File: config.mk
export PLATFORM = sky130hd
export DESIGN_NAME = alu_op_issuer
export DESIGN_NICKNAME = d
export VERILOG_FILES = /design/src/rtl/alu_op_issuer.sv
export SDC_FILE = /design/constraint.sdc
export NUM_CORES = 1
export LEC_CHECK = 0
export BUFFER_PORTS_ARGS = -buffer_cell sky130_fd_sc_hd__buf_2
export CORE_ASPECT_RATIO = 0.6
export CORE_UTILIZATION = 35
export DETAILED_ROUTE_END_ITERATION = 16
export PLACE_DENSITY = 0.68
export SETUP_SLACK_MARGIN = 0.05
export SLEW_MARGIN = 20
export SYNTH_ARGS = -nofsm -noshare
export SYNTH_HDL_FRONTEND = slang
export SYNTH_SLANG_ARGS = --single-unit
File: constraint.sdc
create_clock -name clk -period 2.4 [get_ports clk]
set_input_delay 0 -clock clk [delete_from_list [all_inputs] [get_ports clk]]
set_output_delay 0 -clock clk [all_outputs]
set_load 0.02 [all_outputs]
File: src/rtl/alu_op_issuer.sv
// Issues requests to a registered ALU, tracks them through its fixed latency and
// returns results in order through a credit-limited first-word fall-through FIFO.
module alu_op_issuer #(
  parameter int unsigned WIDTH   = 8,
  parameter int unsigned OPW     = 3,
  parameter int unsigned TAGW    = 4,
  parameter int unsigned ALU_LAT = 1,
  parameter int unsigned DEPTH   = 4
) (
  input  logic             clk,
  input  logic             reset,
  input  logic             req_valid,
  output logic             req_ready,
  input  logic [WIDTH-1:0] req_a,
  input  logic [WIDTH-1:0] req_b,
  input  logic [OPW-1:0]   req_op,
  input  logic [TAGW-1:0]  req_tag,
  output logic [WIDTH-1:0] A,
  output logic [WIDTH-1:0] B,
  output logic [OPW-1:0]   Op,
  input  logic [WIDTH-1:0] R,
  output logic             rsp_valid,
  input  logic             rsp_ready,
  output logic [WIDTH-1:0] rsp_r,
  output logic [TAGW-1:0]  rsp_tag,
  output logic [15:0]      issued_cnt,
  output logic [15:0]      done_cnt
);

  localparam int unsigned PW = $clog2(DEPTH);
  localparam int unsigned CW = $clog2(DEPTH + 1);
  localparam logic [CW:0]   DepthSum = (CW + 1)'(DEPTH);
  localparam logic [CW-1:0] DepthCnt = CW'(DEPTH);

  logic             accept, capture, pop;
  logic [CW-1:0]    inflight_q, inflight_d;
  logic [CW-1:0]    fifo_cnt_q, fifo_cnt_d;
  logic [PW-1:0]    wr_ptr_q, rd_ptr_q;
  logic [WIDTH-1:0] mem_r_q   [DEPTH];
  logic [TAGW-1:0]  mem_tag_q [DEPTH];
  logic [ALU_LAT:0] pipe_vld_q;
  logic [TAGW-1:0]  pipe_tag_q [ALU_LAT+1];
  logic [WIDTH-1:0] a_q, b_q;
  logic [OPW-1:0]   op_q;
  logic [15:0]      issued_q, done_q;

  // Credit counts both in-flight and buffered results, so a pop only frees a slot
  // once fifo_cnt_q has been updated on the following edge.
  always_comb begin
    req_ready  = ({1'b0, inflight_q} + {1'b0, fifo_cnt_q}) < DepthSum;
    accept     = req_valid && req_ready;
    capture    = pipe_vld_q[ALU_LAT];
    rsp_valid  = fifo_cnt_q != '0;
    pop        = rsp_valid && rsp_ready;
    inflight_d = inflight_q + CW'(accept) - CW'(capture);
    fifo_cnt_d = fifo_cnt_q + CW'(capture) - CW'(pop);
  end

  assign A          = a_q;
  assign B          = b_q;
  assign Op         = op_q;
  assign rsp_r      = mem_r_q[rd_ptr_q];
  assign rsp_tag    = mem_tag_q[rd_ptr_q];
  assign issued_cnt = issued_q;
  assign done_cnt   = done_q;

  always_ff @(posedge clk or negedge reset) begin
    if (!reset) begin
      a_q        <= '0;
      b_q        <= '0;
      op_q       <= '0;
      inflight_q <= '0;
      fifo_cnt_q <= '0;
      issued_q   <= '0;
      done_q     <= '0;
    end else begin
      if (accept) begin
        a_q      <= req_a;
        b_q      <= req_b;
        op_q     <= req_op;
        issued_q <= issued_q + 16'd1;
      end
      if (pop) begin
        done_q <= done_q + 16'd1;
      end
      inflight_q <= inflight_d;
      fifo_cnt_q <= fifo_cnt_d;
    end
  end

  // Stage i holds the request whose operands have been on the ALU for i cycles;
  // the last stage lines up with R for that request.
  always_ff @(posedge clk or negedge reset) begin
    if (!reset) begin
      pipe_vld_q <= '0;
      for (int unsigned i = 0; i <= ALU_LAT; i++) begin
        pipe_tag_q[i] <= '0;
      end
    end else begin
      pipe_vld_q    <= {pipe_vld_q[ALU_LAT-1:0], accept};
      pipe_tag_q[0] <= req_tag;
      for (int unsigned i = 1; i <= ALU_LAT; i++) begin
        pipe_tag_q[i] <= pipe_tag_q[i-1];
      end
    end
  end

  always_ff @(posedge clk or negedge reset) begin
    if (!reset) begin
      wr_ptr_q <= '0;
      rd_ptr_q <= '0;
      for (int unsigned i = 0; i < DEPTH; i++) begin
        mem_r_q[i]   <= '0;
        mem_tag_q[i] <= '0;
      end
    end else begin
      if (capture) begin
        mem_r_q[wr_ptr_q]   <= R;
        mem_tag_q[wr_ptr_q] <= pipe_tag_q[ALU_LAT];
        wr_ptr_q            <= wr_ptr_q + PW'(1);
      end
      if (pop) begin
        rd_ptr_q <= rd_ptr_q + PW'(1);
      end
    end
  end

  fifo_no_overflow: assert property (@(posedge clk) disable iff (!reset)
    !(capture && (fifo_cnt_q == DepthCnt)));

endmodule

== Yosys cells after proc, flatten, opt, wreduce, memory -nomap -nowiden ==
Index checks and enable logic that the tools add are counted.
Storage, ports and cells
  output and inout bits: 65
  logic and storage cells: 51
  register bits: 119
Operators by class
  add/sub/neg operators: 9
  bitwise logic cells: 2
  magnitude comparators: 4
  mux-type cells: 12
  reductions and logical operators: 4
Operator list (count)
  $add A16 B1 Y16 const B: 2
  $bwmux W32: 1
  $mux W8: 3
  $bmux W8 S2: 1
  $bwmux W16: 1
  $demux W8 S2: 1
  $mux W4: 3
  $bmux W4 S2: 1
  $demux W4 S2: 1
  $add A3 B1 Y3: 2
  $ge A3 B3 Y1 const B: 2
  $not A2 Y3: 2
  $sub A3 B1 Y3: 2
  $add A2 B1 Y2 const B: 2
  $add A3 B3 Y4: 1
  $lt A4 B3 Y1 const B: 1
  $logic_and A1 B1 Y1: 3
  $lt A3 B1 Y1 const B: 1
  $reduce_bool A3 Y1: 1

== Logic depth before layout (Yosys ltp) ==
Gate-level depths: netlist (run 1).
  word-level depth: 6
  gate-level depth with buffers: 9
  gate-level depth less buffers: 8

== Worst setup path after synthesis (run 1) ==
Ideal clock, no wire load.
  path type: reg2reg
  from: reg fifo_cnt_q[2]
  to: reg inflight_q[1]
  buffers on the path: 1
  cell stages (with the launch flop): 8
  arrival time: 2.117 ns
  setup slack: 0.148 ns
  setup time: 0.135 ns
  data required time: 2.265 ns
  period minus slack after synthesis: 2.252 ns
  cell sequence: dfrtp_1 -> ha_1 -> nor4b_4 -> nand2_1 -> inv_2 -> buf_2 -> ha_1 -> fa_1
On the way
  cells in the longest elaborated chain, start to end: 5
Ends and longest elaborated chain
  from (decl): line 37  | logic [CW-1:0] fifo_cnt_q, fifo_cnt_d;
  from (signal assigned): line 87  | fifo_cnt_q <= fifo_cnt_d;
  $add A3 B3 Y4: line 50  | req_ready = ({1'b0, inflight_q} + {1'b0, fifo_cnt_q}) < DepthSum;
  $lt A4 B3 Y1: line 50
  $logic_and A1 B1 Y1: line 51  | accept = req_valid && req_ready;
  net accept: line 35  | logic accept, capture, pop;
  $add A3 B1 Y3: line 55  | inflight_d = inflight_q + CW'(accept) - CW'(capture);
  $sub A3 B1 Y3: line 55
  net inflight_d[1]: line 36  | logic [CW-1:0] inflight_q, inflight_d;
  to (signal assigned): line 86  | inflight_q <= inflight_d;
  to (decl): line 36
The timed path passes the listed nets, and every way through them passes these cells.
A chain may end at the register's enable or synchronous reset.

== Final worst setup path (run 1) ==
  from: reg fifo_cnt_q[1]
  to: reg inflight_q[2]
On the way
  cells in the longest elaborated chain, start to end: 5
Ends and longest elaborated chain (line)
  $add A3 B3 Y4: 50
  $lt A4 B3 Y1: 50
  $logic_and A1 B1 Y1: 51
  $add A3 B1 Y3: 55
  $sub A3 B1 Y3: 55
  net inflight_d[2]: 36
The timed path passes the listed nets, and every way through them passes these cells.

==> results.sh, run 1 <==
export IMPL_first_global_vias=3532
export IMPL_vdd_ir_drop_max_v=0.000448
export IMPL_cts_htree_levels=4
export IMPL_timing_final_crit_period_ps=2170
export IMPL_setup_violations=0
export IMPL_placeableCoreArea_mm2=0.0138
export IMPL_synth_top_cells_by_count="dfrtp_1 (119), nand2_1 (81), mux2_2 (49)"
export IMPL_die_area_mm2=0.0149
export IMPL_netlist_area_leader_share_pct=59.2
export IMPL_cellPowerDensity_mw_per_mm2=1320
export IMPL_total_detailed_routing_wirelength_mm=10.2
export IMPL_dp_worst_setup_slack_ps=250
export IMPL_max_freq_ghz=0.460
export IMPL_pin_count_of_the_biggest_net_entering_global_routing=77
export IMPL_hold_path_class="input pin to register"
export IMPL_drt_pass1_iter_count=5
export IMPL_row_count=33
export IMPL_grt_pass1_wl_mm=17.0
export IMPL_post_synth_top_count_cell="dfrtp_1"
export IMPL_areaGrowthSynthToFinish_pct=31.4
export IMPL_gp_congestion=0.812
export IMPL_layout_setup_ws_ps=227
export IMPL_cts_root_buf="clkbuf_16"
export IMPL_route_antenna_remaining_nets=0
export IMPL_hpwl_mm=6.83
export IMPL_routed_via_count=3362
export IMPL_total_leakage_power_uw=0.00322
export IMPL_arrival_ps=2500
export IMPL_cts_tree="built"
export IMPL_rsz0062_at_grt="false"
export IMPL_antennaDiodeCount=0
export IMPL_finish_net_count=576
export IMPL_synth_lib_cells_used_distinct=29
export IMPL_die_y_um=94.9
export IMPL_remaining_drc_errors=0
export IMPL_grt_usage_pct=15.1
export IMPL_fillers=1270
export IMPL_drive_gt1_share_pct=37.6
export IMPL_synth_sequential_area_ratio_pct=59.2
export IMPL_numPortBuffers=99
export IMPL_postSynthNetCount=434
export IMPL_cts_buffers=17
export IMPL_wl_per_cell_um=13.9
export IMPL_setup_worst_path_start_class="register"
export IMPL_post_cts_resize_count=0
export IMPL_synth_avg_cell_area_um2=13.1
export IMPL_synth_edf_count=0
export IMPL_setup_tns_ps=0
export IMPL_finalClockSkew_ps=10.7
export IMPL_max_slew_worst_pin_slew_ps=741
export IMPL_crit_path_max_fanout=5
export IMPL_start_util_pct=36.4
export IMPL_antenna_violations_before_repair=0
export IMPL_hold_viol=0
export IMPL_timing_critical_path_required_ps=2730
export IMPL_ctsLongestPathBuffers=2
export IMPL_critical_path_class="register to register"
export IMPL_drt_first_iter_violations=144
export IMPL_synth_top_cells_by_area="dfrtp_1 (59%), mux2_2 (11%), nand2_1 (6.0%), mux4_2 (5.4%), xnor2_1 (4.0%)"
export IMPL_ios=100
export IMPL_synth_area_mm2=0.00503
export IMPL_synth_area_leader_cell="dfrtp_1"
export IMPL_holdWs_ps=86.4
export IMPL_clkSlewWorstSetupHoldPaths_ps=60
export IMPL_worstSetupEndpointType="register"
export IMPL_netlist_instances=385
export IMPL_synthesis_yosys_warnings=0
export IMPL_final_report_max_slew_violation_count=0
export IMPL_max_cap_violations=0
export IMPL_slew_headroom_pct=50.2
export IMPL_synthArstFlopShare_pct=100
export IMPL_via_per_inst=4.59
export IMPL_synth_seq_cells=119
export IMPL_globalRoute_totalOverflow=0
export IMPL_die_w_um=157
export IMPL_outcome="completed"
export IMPL_timing_final_crit_share_pct=90.5
export IMPL_ys_flop_type="dfrtp_1"
export IMPL_clock_latency_on_the_worst_skew_pair_ps=410
export IMPL_tritoncts_sink_count=119
## power breakdown
group          leakage (µW)  switching (µW)  internal [µW]
Clock              0.000251             955           1320
Combinational       0.00150            1670           1460
Sequential          0.00147             550           2770
## state kept, by name, summed over array words and instances (netlist names)
register    cells
A               8
inflight_q      3
mem_tag_q      16
mem_r_q        32
fifo_cnt_q      3
B               8
wr_ptr_q        2
done_cnt       16
Op              3
issued_cnt     16
rd_ptr_q        2
pipe_tag_q      8
pipe_vld_q      2
## per-stage QoR
stage	std cells	instance area, µm²	total power (µW)	utilization [%]
after global placement	668	5760	6310	41.7
after detailed placement	668	5760	6490	41.7
after CTS	732	6610	8860	47.8
final	732	6610	8720	47.8
after global routing	732	6610	9310	47.8
after floorplan	385	5030	5480	-
## kinds of logic (layout without fill, tap and decap cells)
logic type | after synthesis | after routing | share of synthesized area (%)
AND/OR/NAND/NOR | 125 | 125 | 11.6
flip-flops | 119 | 119 | 59.2
multiplexers | 61 | 61 | 16.3
XOR/XNOR | 37 | 37 | 6.59
buffers and inverters | 27 | 182 | 2.21
adder cells (fa/ha/maj) | 14 | 14 | 3.78
AO/OA/AOI/OAI | 2 | 2 | 0.273
## placed cells by master (no fill, tap or decap), types with 3 or more instances in the layout
master         Yosys  final
nand4_1            9      9
clkinvlp_4         0      5
mux2_2            49     49
dfrtp_1          119    119
nand3_1            8      8
and4_1             3      3
dlygate4sd3_1      0     32
nor2_1             9      9
mux4_2            12     12
xnor2_1           23     23
buf_2              8     98
xor2_1            13     13
clkbuf_16          0     17
nand2_1           81     81
nor3_1             5      5
clkinv_2           0      5
buf_4              0      5
ha_1              12     12
clkinv_4           0      3
inv_1             13     13
## final timing paths
kind / from / endpoint / slack [ps] / cells past startpoint
worst min-delay path: req_valid / issued_cnt[6] / 90 / 4
worst min register to register: pipe_vld_q[0] / pipe_vld_q[1] / 350 / 0
worst max-delay path: fifo_cnt_q[1] / inflight_q[2] / 230 / 8
min in group asynchronous: reset / B[5] / 140 / 2
worst max register to register: fifo_cnt_q[1] / inflight_q[2] / 230 / 8
max in group asynchronous: reset / done_cnt[5] / 1460 / 3
## what timing repair did
| action | in CTS | in global routing |
|---|---|---|
| buffers inserted | 0 | 0 |
| hold endpoints to repair | 98 | 0 |
| hold buffers | 32 | 0 |
## metal layers
layer	vias to the layer above	part of all wire, %	GRT usage, %
met5	-	0	0
met4	0	0.97	5.23
met3	13	4.8	4.86
met2	77	46	24.0
met1	1680	48	19.5
li1	1592	-	-
## critical path, stage by stage (launching register included)
cell     delay (ps)
dfrtp_1         450
ha_1            310
nand3_1         170
nand2_1         160
inv_2            50
ha_1            210
fa_1            400
xnor2_1         210
xnor2_1         140
## final cells by class
| class | count | area [µm²] | share of cell area (%) |
|---|---|---|---|
| clock buffers | 17 | 425 | 6.43 |
| clock inverters | 15 | 106 | 1.61 |
| inverters | 14 | 52.6 | 0.795 |
| multi-input cells | 239 | 1940 | 29.4 |
| flip-flops and latches | 119 | 2980 | 45.0 |
| well taps | 192 | 240 | 3.63 |
| repair buffers | 136 | 868 | 13.1 |
(Power assumes the default switching activity.)
==> run 2: changes to the inputs <==
--- a/config.mk
+++ b/config.mk
@@ -9,7 +9,6 @@
 export CORE_ASPECT_RATIO = 0.6
 export CORE_UTILIZATION = 35
 export DETAILED_ROUTE_END_ITERATION = 16
-export PLACE_DENSITY = 0.68
 export SETUP_SLACK_MARGIN = 0.05
 export SLEW_MARGIN = 20
 export SYNTH_ARGS = -nofsm -noshare
==> results.sh, run 2 (synthesis gave the netlist of run 1 again) <==
export IMPL_antennaDiodeCount=0
export IMPL_cts_root_buf="clkbuf_16"
export IMPL_clock_latency_on_the_worst_skew_pair_ps=400
export IMPL_die_y_um=94.9
export IMPL_timing_critical_path_required_ps=2710
export IMPL_gp_congestion=0.845
export IMPL_areaGrowthSynthToFinish_pct=33.2
export IMPL_fillers=1242
export IMPL_arrival_ps=2440
export IMPL_start_util_pct=36.4
export IMPL_switching_share_pct=34.4
export IMPL_pwr_share_comb_pct=34.7
export IMPL_final_report_max_slew_violation_count=0
export IMPL_critical_path_slowest_cell="dfrtp_1"
export IMPL_p_switching_uw=3110
export IMPL_rsz0062_at_grt="false"
export IMPL_first_global_vias=3334
export IMPL_share_clk_of_total_power_pct=28.6
export IMPL_finalClockSkew_ps=10.5
export IMPL_layout_cells_most_common_list="dfrtp_1 (119), buf_2 (98), nand2_1 (81)"
export IMPL_setup_worst_path_start_class="register"
export IMPL_max_slew_worst_pin_slew_ps=676
export IMPL_crit_path_max_fanout=5
export IMPL_placeableCoreArea_mm2=0.0138
export IMPL_globalRoute_totalOverflow=0
export IMPL_registers_top_by_ff_count="mem_r_q"
export IMPL_seqPwrFrac_pct=36.7
export IMPL_clkSlewWorstSetupHoldPaths_ps=60
export IMPL_drt_pass1_iter_count=4
export IMPL_number_of_cells_after_detailed_placement=670
export IMPL_cts_tree="built"
export IMPL_die_area_mm2=0.0149
export IMPL_pin_count_of_the_biggest_net_entering_global_routing=44
export IMPL_cts_htree_levels=4
export IMPL_outcome="completed"
export IMPL_remaining_drc_errors=0
export IMPL_hold_viol=0
export IMPL_grt_pass1_wl_mm=16.6
export IMPL_max_cap_violations=0
export IMPL_mostFrequentLayoutCell="dfrtp_1"
export IMPL_holdWs_ps=108
export IMPL_via_per_inst=4.57
export IMPL_hpwl_mm=7.03
export IMPL_hold_path_class="input pin to register"
export IMPL_dp_worst_setup_slack_ps=254
export IMPL_cellPowerDensity_mw_per_mm2=1350
export IMPL_crit_chain="o31a_1 > ha_1 > inv_1 > ha_1 > inv_1 > fa_1 > xnor2_1 > xnor2_1"
export IMPL_ctsLongestPathBuffers=2
export IMPL_max_freq_ghz=0.469
export IMPL_setup_tns_ps=0
export IMPL_finish_net_count=578
export IMPL_critical_path_class="register to register"
export IMPL_drive_gt1_share_pct=37.5
export IMPL_totalPowerFinal_uw=9020
export IMPL_route_antenna_remaining_nets=0
export IMPL_total_detailed_routing_wirelength_mm=10.3
export IMPL_timing_final_crit_share_pct=88.8
export IMPL_worstSetupEndpointType="register"
export IMPL_non_filler_instances=734
export IMPL_row_count=33
export IMPL_grt_usage_pct=14.9
export IMPL_ios=100
export IMPL_vdd_ir_drop_max_v=0.000518
export IMPL_timing_critical_path_buf_inv=2
export IMPL_routed_via_count=3357
export IMPL_timing_final_crit_period_ps=2130
export IMPL_slew_headroom_pct=54.6
export IMPL_wl_per_cell_um=14.0
export IMPL_antenna_violations_before_repair=0
export IMPL_layout_setup_ws_ps=268
export IMPL_post_cts_resize_count=0
export IMPL_largest_reg_flops=32
export IMPL_crit_family="adder cells"
export IMPL_numPortBuffers=99
export IMPL_drt_first_iter_violations=84
export IMPL_timing_critical_path_slowest_cell_delay_ps=460
export IMPL_tritoncts_sink_count=119
export IMPL_cts_buffers=17
export IMPL_total_leakage_power_uw=0.00326
export IMPL_setup_violations=0
export IMPL_cell_internal_pwr_uw=5920
export IMPL_die_w_um=157
==> run 2: cell types whose count changed in the layout (fill, tap and decap cells not counted), sizes merged <==
| cell | delta |
|---|---|
| bufinv | +3 |
| inv | -1 |
| clkbuf | +4 |
| buf | +2 |
| clkinv | -5 |
| clkinvlp | -1 |
==> run 2: stage by stage <==
| step | utilization [%] | instance area (µm²) |
|---|---|---|
| 2_1_floorplan | - | 5030 |
| 3_3_place_gp | 41.8 | 5780 |
| 3_5_place_dp | 41.8 | 5780 |
| 4_1_cts | 48.5 | 6710 |
| 5_1_grt | 48.5 | 6710 |
| 6_report | 48.5 | 6710 |
==> run 2: worst register-to-register path, cell delays in order, from the launching register on <==
cell and delay, ps:
dfrtp_1 460, o31a_1 350, ha_1 300, inv_1 60, ha_1 130, inv_1 50
fa_1 370, xnor2_1 190, xnor2_1 150
==> run 2: timing repair <==
action / in CTS / in global routing
endpoints found under the hold margin: 95 / 0
endpoints found under the setup margin: 0 / 0
hold buffers: 32 / 0
setup buffers: 0 / 0
==> run 2: area by class of cell <==
| type | instances | area, µm² | area share, % |
|---|---|---|---|
| sequential | 119 | 2980 | 44.4 |
| tap | 192 | 240 | 3.58 |
| inverter | 14 | 52.6 | 0.784 |
| clock inverter | 11 | 148 | 2.20 |
| clock buffer | 21 | 460 | 6.87 |
| multi-input combinational | 239 | 1940 | 29.0 |
| timing repair buffer | 138 | 883 | 13.2 |
==> run 2: path summary, 6_finish.rpt <==
check / from / to / slack (ps) / cells after the start
worst max register to register: fifo_cnt_q[1] / fifo_cnt_q[2] / 270 / 8
worst max-delay path: fifo_cnt_q[1] / fifo_cnt_q[2] / 270 / 8
worst min-delay path: req_valid / issued_cnt[6] / 110 / 4
min in group asynchronous: reset / B[3] / 130 / 2
worst min register to register: pipe_vld_q[0] / pipe_vld_q[1] / 340 / 0
max in group asynchronous: reset / done_cnt[9] / 1550 / 3
==> run 2: power groups by stage <==
| stage | combinational [µW] | clock, µW | sequential, µW |
|---|---|---|---|
| after floorplan | 2020 | 0 | 3450 |
| after global placement | 3040 | 0 | 3300 |
| after detailed placement | 3150 | 0 | 3330 |
| after CTS | 3190 | 2650 | 3310 |
| after global routing | 3440 | 2740 | 3420 |
| final | 3130 | 2580 | 3310 |
==> run 2: metal layers <==
| layer | routed length [µm] | global-route usage (%) | part of all wire, % |
|---|---|---|---|
| met4 | 59 | 5.15 | 0.57 |
| met3 | 478 | 4.31 | 4.6 |
| met1 | 4990 | 20.2 | 48 |
| met2 | 4760 | 22.7 | 46 |
| met5 | 0 | 0 | 0 |
==> run 3: changes to the inputs <==
--- a/config.mk
+++ b/config.mk
@@ -6,7 +6,8 @@
 export NUM_CORES = 1
 export LEC_CHECK = 0
 export BUFFER_PORTS_ARGS = -buffer_cell sky130_fd_sc_hd__buf_2
-export CORE_ASPECT_RATIO = 0.6
+export CORE_ASPECT_RATIO = 2
+export CORE_MARGIN = 5
 export CORE_UTILIZATION = 35
 export DETAILED_ROUTE_END_ITERATION = 16
 export SETUP_SLACK_MARGIN = 0.05
==> constraint.sdc (replaced) <==
create_clock -name clk -period 1.8 [get_ports clk]
set_input_delay 0 -clock clk [delete_from_list [all_inputs] [get_ports clk]]
set_output_delay 0 -clock clk [all_outputs]
set_load 0.02 [all_outputs]
==> results.sh, run 3 (synthesis gave the netlist of run 1 again) <==
export IMPL_clock_latency_on_the_worst_skew_pair_ps=410
export IMPL_start_util_pct=35.3
export IMPL_share_clk_of_total_power_pct=27.7
export IMPL_pin_count_of_the_biggest_net_entering_global_routing=41
export IMPL_vdd_ir_drop_max_v=0.00137
export IMPL_tritoncts_sink_count=119
export IMPL_max_slew_worst_pin_slew_ps=512
export IMPL_layout_setup_ws_ps=-118
export IMPL_die_y_um=180
export IMPL_antenna_violations_before_repair=0
export IMPL_cell_internal_pwr_uw=8710
export IMPL_max_cap_violations=0
export IMPL_remaining_drc_errors=0
export IMPL_wl_per_cell_um=14.7
export IMPL_mostFrequentLayoutCell="dfrtp_1"
export IMPL_setup_worst_path_start_class="register"
export IMPL_die_area_mm2=0.0170
export IMPL_arrival_ps=2210
export IMPL_switching_share_pct=34.1
export IMPL_fillers=1271
export IMPL_hpwl_mm=7.64
export IMPL_drt_pass1_iter_count=3
export IMPL_layout_cells_most_common_list="dfrtp_1 (116), buf_2 (97), nand2_1 (76)"
export IMPL_timing_critical_path_required_ps=2090
export IMPL_hold_path_class="input pin to asynchronous set/reset pin"
export IMPL_drt_first_iter_violations=63
export IMPL_finish_net_count=603
export IMPL_setup_violations=7
export IMPL_non_filler_instances=759
export IMPL_row_count=62
export IMPL_critical_path_class="register to register"
export IMPL_ios=100
export IMPL_rsz0062_at_grt="true"
export IMPL_antennaDiodeCount=0
export IMPL_max_freq_ghz=0.521
export IMPL_cts_root_buf="clkbuf_16"
export IMPL_routed_via_count=3487
export IMPL_numPortBuffers=99
export IMPL_placeableCoreArea_mm2=0.0143
export IMPL_registers_top_by_ff_count="mem_r_q"
export IMPL_number_of_cells_after_detailed_placement=687
export IMPL_final_report_max_slew_violation_count=0
export IMPL_gp_congestion=0.754
export IMPL_total_detailed_routing_wirelength_mm=11.1
export IMPL_largest_reg_flops=32
export IMPL_totalPowerFinal_uw=13200
export IMPL_seqCellArea_mm2=0.00298
export IMPL_drive_gt1_share_pct=45.7
export IMPL_total_leakage_power_uw=0.00347
export IMPL_crit_path_max_fanout=3
export IMPL_hold_viol=0
export IMPL_postLayoutCoreUtil_pct=50.6
export IMPL_cts_htree_levels=4
export IMPL_first_global_vias=3945
export IMPL_worstSetupEndpointType="register"
export IMPL_ctsLongestPathBuffers=2
export IMPL_grt_pass1_wl_mm=19.3
export IMPL_multi_input_area_mm2=0.00214
export IMPL_pwr_share_comb_pct=39.6
export IMPL_p_switching_uw=4500
export IMPL_areaGrowthSynthToFinish_pct=43.5
export IMPL_cts_tree="built"
export IMPL_cellPowerDensity_mw_per_mm2=1830
export IMPL_globalRoute_totalOverflow=0
export IMPL_failed_checks="negative setup slack"
export IMPL_finalClockSkew_ps=8.84
export IMPL_die_w_um=94.8
export IMPL_outcome="finished with violations"
export IMPL_seqPwrFrac_pct=32.7
export IMPL_clkSlewWorstSetupHoldPaths_ps=60
export IMPL_route_antenna_remaining_nets=0
export IMPL_slew_headroom_pct=65.9
export IMPL_grt_usage_pct=14.3
export IMPL_timing_final_crit_period_ps=1920
export IMPL_cts_buffers=17
export IMPL_via_per_inst=4.59
export IMPL_timing_final_crit_share_pct=107
==> run 3: cell types whose count changed in the layout (fill, tap and decap cells not counted), moves of 3 or more <==
cell      change
buf_6         +3
nor2_4        +3
nor3_1        -3
buf_12        +4
dfrtp_1       -3
clkinv_4      +3
buf_4        +18
dfrtp_2       +3
ha_1          -5
ha_4          +5
nand2_1       -5
nand2_2       +4
nor2_1        -3
==> run 3: cell type report <==
| cell class | instances | share of cell area, % |
|---|---|---|
| Sequential cell | 119 | 41.3 |
| Multi-Input combinational cell | 239 | 29.6 |
| Timing Repair Buffer | 163 | 16.0 |
| Clock buffer | 19 | 6.27 |
| Tap cell | 192 | 3.33 |
| Clock inverter | 13 | 2.70 |
| Inverter | 14 | 0.797 |
==> run 3: critical path, stage by stage (launching register included) <==
cell,delay [ps]
dfrtp_2,430
ha_4,290
nor4b_4,50
buf_4,140
nand2_4,90
inv_4,50
ha_4,150
fa_2,340
xnor2_2,140
xnor2_1,130
==> run 3: per-layer routing <==
metal	vias up	GRT usage [%]	part of all wire, %
met4	0	5.73	1.9
li1	1645	-	-
met1	1745	16.0	39
met2	79	25.1	55
met5	-	0	0
met3	18	3.97	4.5
==> run 3: path summary, 6_finish.rpt <==
check                                    from              to  slack, ps  cells after the start
worst max-delay path            fifo_cnt_q[2]   inflight_q[2]       -120                      9
worst min-delay path                    reset            B[7]         90                      2
worst max register to register  fifo_cnt_q[2]   inflight_q[2]       -120                      9
worst min register to register  pipe_tag_q[5]   pipe_tag_q[1]        350                      0
max in group asynchronous               reset   fifo_cnt_q[1]       1030                      3
min in group clk                    req_valid  issued_cnt[15]        120                      5
==> run 3: stage by stage <==
stage	instance area [µm²]	worst slack, ps	hold slack [ps]	TNS, ps
6_report	7220	-118	94.2	-586
5_1_grt	7220	-197	133	-2610
4_1_cts	7100	-135	99.7	-463
3_5_place_dp	6020	-158	5.19	-475
3_3_place_gp	6020	-104	0.422	-235
2_1_floorplan	5150	-234	-296	-864
==> run 3: timing repair <==
item                       in CTS  in global routing
gates cloned                    0                  1
pin swaps                       7                 10
hold endpoints to repair       95                  0
hold buffers                   32                  0
buffers inserted                3                  5
setup endpoints to repair      28                 34
gates resized for setup        19                 17
==> run 3: power groups by stage <==
stage	clock network, µW	registers (µW)	logic [µW]
2_1_floorplan	0	4660	2910
3_3_place_gp	0	4300	4600
3_5_place_dp	0	4360	4760
4_1_cts	3750	4330	5070
5_1_grt	3870	4460	5790
6_report	3650	4320	5230
